==> config.mk <==
export PLATFORM = sky130hd
export DESIGN_NAME = conv_out_reader_flat
export DESIGN_NICKNAME = d
export VERILOG_FILES = /design/src/rtl/conv_out_reader_if.sv /design/src/rtl/conv_out_reader.sv /design/src/flat_wrapper.sv
export SDC_FILE = /design/constraint.sdc
export NUM_CORES = 1
export LEC_CHECK = 0
export ABC_AREA = 1
export BUFFER_PORTS_ARGS = -buffer_cell sky130_fd_sc_hd__buf_2
export CAP_MARGIN = 25
export CORE_MARGIN = 3
export CORE_UTILIZATION = 59
export DETAILED_ROUTE_END_ITERATION = 7
export PLACE_DENSITY = 0.83
export SYNTH_ARGS = -nofsm -noshare
export SYNTH_HDL_FRONTEND = slang
export SYNTH_SLANG_ARGS = --single-unit
==> constraint.sdc <==
create_clock -name clk -period 3.2 [get_ports clk]
set_clock_uncertainty 0.05 [all_clocks]
set_input_delay 0.16 -clock clk [delete_from_list [all_inputs] [get_ports clk]]
set_output_delay 0.16 -clock clk [all_outputs]
set_load 0.02 [all_outputs]
==> src/rtl/conv_out_reader_if.sv <==
// Frame-in / pixel-out bus of the convolution output reader.
// The reader itself connects through the slave modport; its environment connects through master.
interface conv_out_reader_if #(
    parameter int PIX_W = 2,
    parameter int ROWS  = 10,
    parameter int COLS  = 10
);
    localparam int RW = (ROWS > 1) ? $clog2(ROWS) : 1;
    localparam int CW = (COLS > 1) ? $clog2(COLS) : 1;

    logic                        frame_valid;
    logic                        frame_ready;
    logic [ROWS*COLS*PIX_W-1:0]  frame_data;
    logic                        m_valid;
    logic                        m_ready;
    logic [PIX_W-1:0]            m_data;
    logic [RW-1:0]               m_row;
    logic [CW-1:0]               m_col;
    logic                        m_last_col;
    logic                        m_last_frame;
    logic                        busy;

    modport slave (
        input  frame_valid, frame_data, m_ready,
        output frame_ready, m_valid, m_data, m_row, m_col,
               m_last_col, m_last_frame, busy
    );

    modport master (
        output frame_valid, frame_data, m_ready,
        input  frame_ready, m_valid, m_data, m_row, m_col,
               m_last_col, m_last_frame, busy
    );
endinterface

==> src/rtl/conv_out_reader.sv <==
// Buffers one result frame and streams it out pixel by pixel in row-major order.
//   state  | meaning
//   IDLE   | no frame held; frame_ready high once out of reset
//   STREAM | frame buffered; presenting pixel (row,col) on the m_* side
module conv_out_reader #(
    parameter int PIX_W = 2,
    parameter int ROWS  = 10,
    parameter int COLS  = 10
) (
    input  logic                clk,
    input  logic                rst_n,
    conv_out_reader_if.slave    bus
);
    localparam int RW = (ROWS > 1) ? $clog2(ROWS) : 1;
    localparam int CW = (COLS > 1) ? $clog2(COLS) : 1;

    typedef enum logic {IDLE, STREAM} state_t;

    state_t            state_q, state_d;
    logic              ready_en_q;
    logic [PIX_W-1:0]  pix_q [ROWS][COLS];
    logic [RW-1:0]     row_q;
    logic [CW-1:0]     col_q;
    logic              load, adv;
    logic              last_col, last_pix, streaming;

    assign last_col  = (col_q == CW'(COLS - 1));
    assign last_pix  = last_col && (row_q == RW'(ROWS - 1));
    assign streaming = (state_q == STREAM);

    always_ff @(posedge clk or negedge rst_n) begin
        if (!rst_n) begin
            state_q <= IDLE;
        end else begin
            state_q <= state_d;
        end
    end

    always_comb begin
        state_d = state_q;
        load    = 1'b0;
        adv     = 1'b0;
        case (state_q)
            IDLE: begin
                if (bus.frame_valid && ready_en_q) begin
                    load    = 1'b1;
                    state_d = STREAM;
                end
            end
            STREAM: begin
                if (bus.m_ready) begin
                    adv = 1'b1;
                    if (last_pix) begin
                        state_d = IDLE;
                    end
                end
            end
            default: state_d = IDLE;
        endcase
    end

    // ready_en_q keeps frame_ready low until the first clock edge after reset release
    always_ff @(posedge clk or negedge rst_n) begin
        if (!rst_n) begin
            ready_en_q <= 1'b0;
            row_q      <= '0;
            col_q      <= '0;
            for (int r = 0; r < ROWS; r++) begin
                for (int c = 0; c < COLS; c++) begin
                    pix_q[r][c] <= '0;
                end
            end
        end else begin
            ready_en_q <= 1'b1;
            if (load) begin
                row_q <= '0;
                col_q <= '0;
                for (int r = 0; r < ROWS; r++) begin
                    for (int c = 0; c < COLS; c++) begin
                        pix_q[r][c] <= bus.frame_data[PIX_W*(COLS*r+c) +: PIX_W];
                    end
                end
            end else if (adv) begin
                if (last_col) begin
                    col_q <= '0;
                    row_q <= last_pix ? '0 : row_q + RW'(1);
                end else begin
                    col_q <= col_q + CW'(1);
                end
            end
        end
    end

    assign bus.frame_ready  = (state_q == IDLE) && ready_en_q;
    assign bus.m_valid      = streaming;
    assign bus.busy         = streaming;
    assign bus.m_data       = streaming ? pix_q[row_q][col_q] : '0;
    assign bus.m_row        = streaming ? row_q : '0;
    assign bus.m_col        = streaming ? col_q : '0;
    assign bus.m_last_col   = streaming && last_col;
    assign bus.m_last_frame = streaming && last_pix;
endmodule

==> src/flat_wrapper.sv <==
// flat-port wrapper written by rule: the top's interface ports become plain ports
module conv_out_reader_flat 
#(
    parameter int PIX_W = 2,
    parameter int ROWS  = 10,
    parameter int COLS  = 10
)
  (clk, rst_n, bus_frame_valid, bus_frame_data, bus_m_ready, bus_frame_ready, bus_m_valid, bus_m_data, bus_m_row, bus_m_col, bus_m_last_col, bus_m_last_frame, bus_busy);
  conv_out_reader_if #(.PIX_W(PIX_W), .ROWS(ROWS), .COLS(COLS)) bus_i ();
  input  logic clk;
  input  logic rst_n;
  input wire logic [$bits(bus_i.frame_valid)-1:0] bus_frame_valid;
  input wire logic [$bits(bus_i.frame_data)-1:0] bus_frame_data;
  input wire logic [$bits(bus_i.m_ready)-1:0] bus_m_ready;
  output wire logic [$bits(bus_i.frame_ready)-1:0] bus_frame_ready;
  output wire logic [$bits(bus_i.m_valid)-1:0] bus_m_valid;
  output wire logic [$bits(bus_i.m_data)-1:0] bus_m_data;
  output wire logic [$bits(bus_i.m_row)-1:0] bus_m_row;
  output wire logic [$bits(bus_i.m_col)-1:0] bus_m_col;
  output wire logic [$bits(bus_i.m_last_col)-1:0] bus_m_last_col;
  output wire logic [$bits(bus_i.m_last_frame)-1:0] bus_m_last_frame;
  output wire logic [$bits(bus_i.busy)-1:0] bus_busy;
  assign bus_i.frame_valid = bus_frame_valid;
  assign bus_i.frame_data = bus_frame_data;
  assign bus_i.m_ready = bus_m_ready;
  assign bus_frame_ready = bus_i.frame_ready;
  assign bus_m_valid = bus_i.m_valid;
  assign bus_m_data = bus_i.m_data;
  assign bus_m_row = bus_i.m_row;
  assign bus_m_col = bus_i.m_col;
  assign bus_m_last_col = bus_i.m_last_col;
  assign bus_m_last_frame = bus_i.m_last_frame;
  assign bus_busy = bus_i.busy;
  conv_out_reader #(.PIX_W(PIX_W), .ROWS(ROWS), .COLS(COLS)) u_core (.clk(clk), .rst_n(rst_n), .bus(bus_i));
endmodule
# Word level (Yosys, flattened, before mapping)
# Index checks and enable logic that the tools add are counted.
# totals
regBits,210
in_bits,204
output_inout_bits,15
wordCells,144
# classes
addsub,2
magnitude_cmp,2
eq_ne,2
n_mux,23
bitwise_logic,3
n_reduce_logical,8
# ops
op,n
binary-select mux 20 bit (select 4 bit),1
two-way mux 20 bit,2
two-way mux 4 bit,9
>= comparator 5 bit (second input constant),2
NOT 4 -> 5 bit,2
adder 4 x 1 -> 4 bit (second input constant),2
binary-select mux 2 bit (select 4 bit),1
== test 4 bit (second input constant),2
two-way mux 1 bit,6
two-way mux 2 bit,3
logical AND 1 bit,5
nonzero test 2 bit,2
one-hot mux 1 bit (2 select lines),1
AND reduction 2 bit,1
NOT 1 bit,1

# Depth between registers and ports, before layout
# depth
depth_word,8
ltp_mapped,12
depth_no_buf,10

# Worst setup path before layout
# OpenSTA, ideal clock, no wires.
# synth_timing
kind,register to output
start,register u_core.row_q[0]
end,output bus_m_data[0]
t_arrival_ns,1.659
setup_slack_ns,1.331
path_stages_with_launch,13
path_buffers,3
path_cell_list,dfrtp_1 buf_6 buf_6 buf_2 nand2_1 nand2_1 nand3_1 nand3_1 nand2_1 nand3_1 nand3_1 nand3_1 a21oi_1
# synth_between
elab_chain_cells,8
# synth_lines
element,line,source
"start, declared",conv_out_reader.sv:22,logic [RW-1:0] row_q;
"start signal, assigned",conv_out_reader.sv:86,row_q <= last_pix ? '0 : row_q + RW'(1);
NOT 4 -> 5 bit (implied by the code),conv_out_reader.sv:97,assign bus.m_data = streaming ? pix_q[row_q][col_q] : '0;
binary-select mux 20 bit (select 4 bit),conv_out_reader.sv:97,
two-way mux 20 bit (implied by the code) (2 in series),conv_out_reader.sv:97,
binary-select mux 2 bit (select 4 bit),conv_out_reader.sv:97,
two-way mux 2 bit (implied by the code) (2 in series),conv_out_reader.sv:97,
two-way mux 2 bit,conv_out_reader.sv:97,
"end, declared",flat_wrapper.sv:17,output wire logic [$bits(bus_i.m_data)-1:0] bus_m_data;
# No other way between the ends. The select of a mux whose other input is x is not followed.

# Worst setup path after layout
# layout_timing
start,register u_core.row_q[1]
end,output bus_m_data[1]
# The elaborated chain is that of the path after synthesis.

==> metrics <==
Peak VDD IR approximately 0.00059 V; post-route cell area 0.0141 mm²; ranking of synthesized cells by area dfrtp_1, nand2_1, nor2_1; CTS sink count 210; router iterations before antenna repair 8; critical path's slowest cell dfrtp_4; initial DRC count between 1,500 and 2,000; GP Congestion 0.924; vias in the first global route about 12,000; ANT nets after route 0; status complete, no violations; average size of a mapped cell approximately 7.3 µm²; DP Wirelength about 21 mm; first-pass GRT wire length around 60 mm; CTS root buffer clkbuf_16; Worst Tran Pin Value 0.748 ns; most used cell, CP nand3_1; Synth top area share 0.512; share of post-route cells with drive strength above 1 0.155; Post-Syn Instances between 1,000 and 1,500; kind of critical path flip-flop to output port; clk_lat worst skew ~0.5 ns; DRC Markers 0; Min Clock Period, post-route 3.17 ns; Rows 47; critical path data arrival time ~3.0 ns; initial core utilization 0.610; critical-path maximum fanout 28; Post-CTS Repair Setup Buffers 0; CP cell instances buf_4 > o21ai_0 > o211ai_1 > nand3_1 > o311ai_1 > nand3_1 > a21oi_1 > buf_2; placed cell area ~0.011 mm²; Final TNS setup 0 ns; Ys Warns 0; GRT Resource Usage Total 0.407; H-Tree Depth 1; Num CTS Buffers 21; WP buf/inv 2; Final Hold Vio Count 0; worst stage delay on the critical path 0.59 ns; Reg area 0.00526 mm²; filler instances roughly 940; Die W approximately 140 µm; Area Growth Syn to Fin 37.4%; Synth Register Bits 210; syn nets about 1,600; core box area roughly 0.017 mm²; vias 11,600; die area approximately 0.019 mm²; CTS tree built; Slew Viols, Final 0; Power Density about 910 mW/mm²; critical path's top delay family compound AO/OA/AOI/OAI gates; Final #Nets 1,996; post-route clock period utilization 0.992; DRT Wirelength 38.9 mm; library cells used by synthesis 28; routed length per placed instance a little under 20 µm; initial antenna violation count 1; RSZ-0062 raised after global routing false; aggregate global routing overflow 0; met1 usage in global routing 0.493; CTS max path bufs 3; I/O Buffers 218; DIE HEIGHT roughly 140 µm; Max Cap Viol 0; CP Data Required Time about 3.0 ns; busiest grt layer met2; endpoint class of the critical path output port; met3 usage 0.0917; final setup fails 0; Max-slew headroom 0.502; routing usage on met2 0.668; Vias/cell ~5.7; mapped cell area between 0.01 and 0.015 mm²; largest net degree at the start of global routing ~150; post-synth top area cell dfrtp_1; Startpoint Class flip-flop; I/O pins 219; achievable clock frequency approximately 0.32 GHz; clock-pin slew on the worst setup and hold paths approximately 0.06 ns; min-delay worst type primary input to flip-flop; area taken by multi-input logic gates between 0.004 and 0.005 mm²; Pleak around 7.4 nW; sequential fraction of the synthesis area 0.512
per-layer routing:
metal,routed length (µm),vias to the layer above
li1,-,5104
met1,13400,5283
met2,18400,906
met3,4160,261
met4,2840,2
met5,16,-
flip-flops by register name, summed over array words and instances (netlist names):
register,count
u_core.pix_q,200
u_core.row_q,4
u_core.bus.busy,1
u_core.ready_en_q,1
u_core.col_q,4
final cells by class:
class                           instances  area share
Clock buffer                           32      0.0431
Multi-Input combinational cell       1027       0.301
Inverter                               87      0.0237
Sequential cell                       210       0.373
Tap cell                              220      0.0195
Antenna cell                            2    0.000355
Timing Repair Buffer                  441       0.237
Clock inverter                          5     0.00204
worst paths after layout:
check                      slack, ns                 to  depth (start not counted)               from
setup reg to reg                1.04    u_core.row_q[3]                          7    u_core.col_q[1]
max in group asynchronous       1.89   u_core.pix_q[58]                          3              rst_n
hold / removal                  0.19    u_core.bus.busy                          4    bus_frame_valid
hold reg to reg                 0.43  u_core.pix_q[189]                          2  u_core.pix_q[189]
min in group asynchronous       0.21  u_core.pix_q[115]                          2              rst_n
setup / recovery                0.03      bus_m_data[1]                          8    u_core.row_q[1]
Yosys cell counts, drive strengths merged:
library cell,number
a211oi,1
a21oi,20
a31oi,1
buf,53
clkbuf,34
conb,1
dfrtp,210
ha,4
inv,87
nand2,661
nand3,89
nor2,132
nor3,4
nor3b,1
o211ai,4
o21ai,97
o221ai,6
o22ai,2
o311ai,1
or2,2
xor2,1
worst register-to-register path: cells and delay by family (launching register included):
family | cells | cell delay, ns
AOI/OAI and AO/OA | 2 | 0.51
DFF | 1 | 0.53
buffers and inverters | 2 | 0.41
adders and majority gates | 1 | 0.20
and+or+nand+nor | 2 | 0.36
what timing repair did:
item,4_1_cts,5_1_grt
hold buffers,202,0
endpoints found under the hold margin,294,0
endpoints found under the setup margin,0,1
gates resized for setup,0,2
logic make-up (layout without fill, tap and decap cells):
group	count (synthesis)	after routing	share of synthesized area
AOI/OAI and AO/OA	132	132	0.0689
xor gates and xnor gates	1	1	0.000854
adders and majority gates	4	4	0.00488
buffers and inverters	174	565	0.0750
DFF	210	210	0.512
other	1	3	0.000366
and+or+nand+nor	889	889	0.338
stage by stage:
step	util	cells	hold slack, ns	setup slack (ns)	total power [mW]
5_1_grt	0.838	2022	0.235	0.0261	13.6
2_1_floorplan	-	1411	-0.186	1.33	8.22
3_3_place_gp	0.678	1782	0.178	0.668	9.57
3_5_place_dp	0.678	1782	0.176	0.669	9.74
4_1_cts	0.836	2021	0.179	0.131	12.3
6_report	0.838	2024	0.193	0.0271	12.8
layout by cell type (no fill, tap or decap), types with 6 or more instances in the layout:
| cell | count |
|---|---|
| a21oi_1 | 20 |
| buf_2 | 217 |
| buf_4 | 17 |
| clkbuf_1 | 7 |
| clkbuf_16 | 22 |
| dfrtp_1 | 208 |
| dlygate4sd3_1 | 202 |
| inv_1 | 83 |
| nand2_1 | 660 |
| nand3_1 | 89 |
| nor2_1 | 132 |
| o21ai_0 | 89 |
| o21ai_1 | 7 |
| o221ai_1 | 6 |
power breakdown:
part / switching, mW / internal (mW) / leakage, nW
clock network: 1.05 / 1.31 / 0.316
logic: 3.56 / 1.94 / 4.57
registers: 0.976 / 3.99 / 2.51
Note: power is estimated with default switching activity, not from simulation.
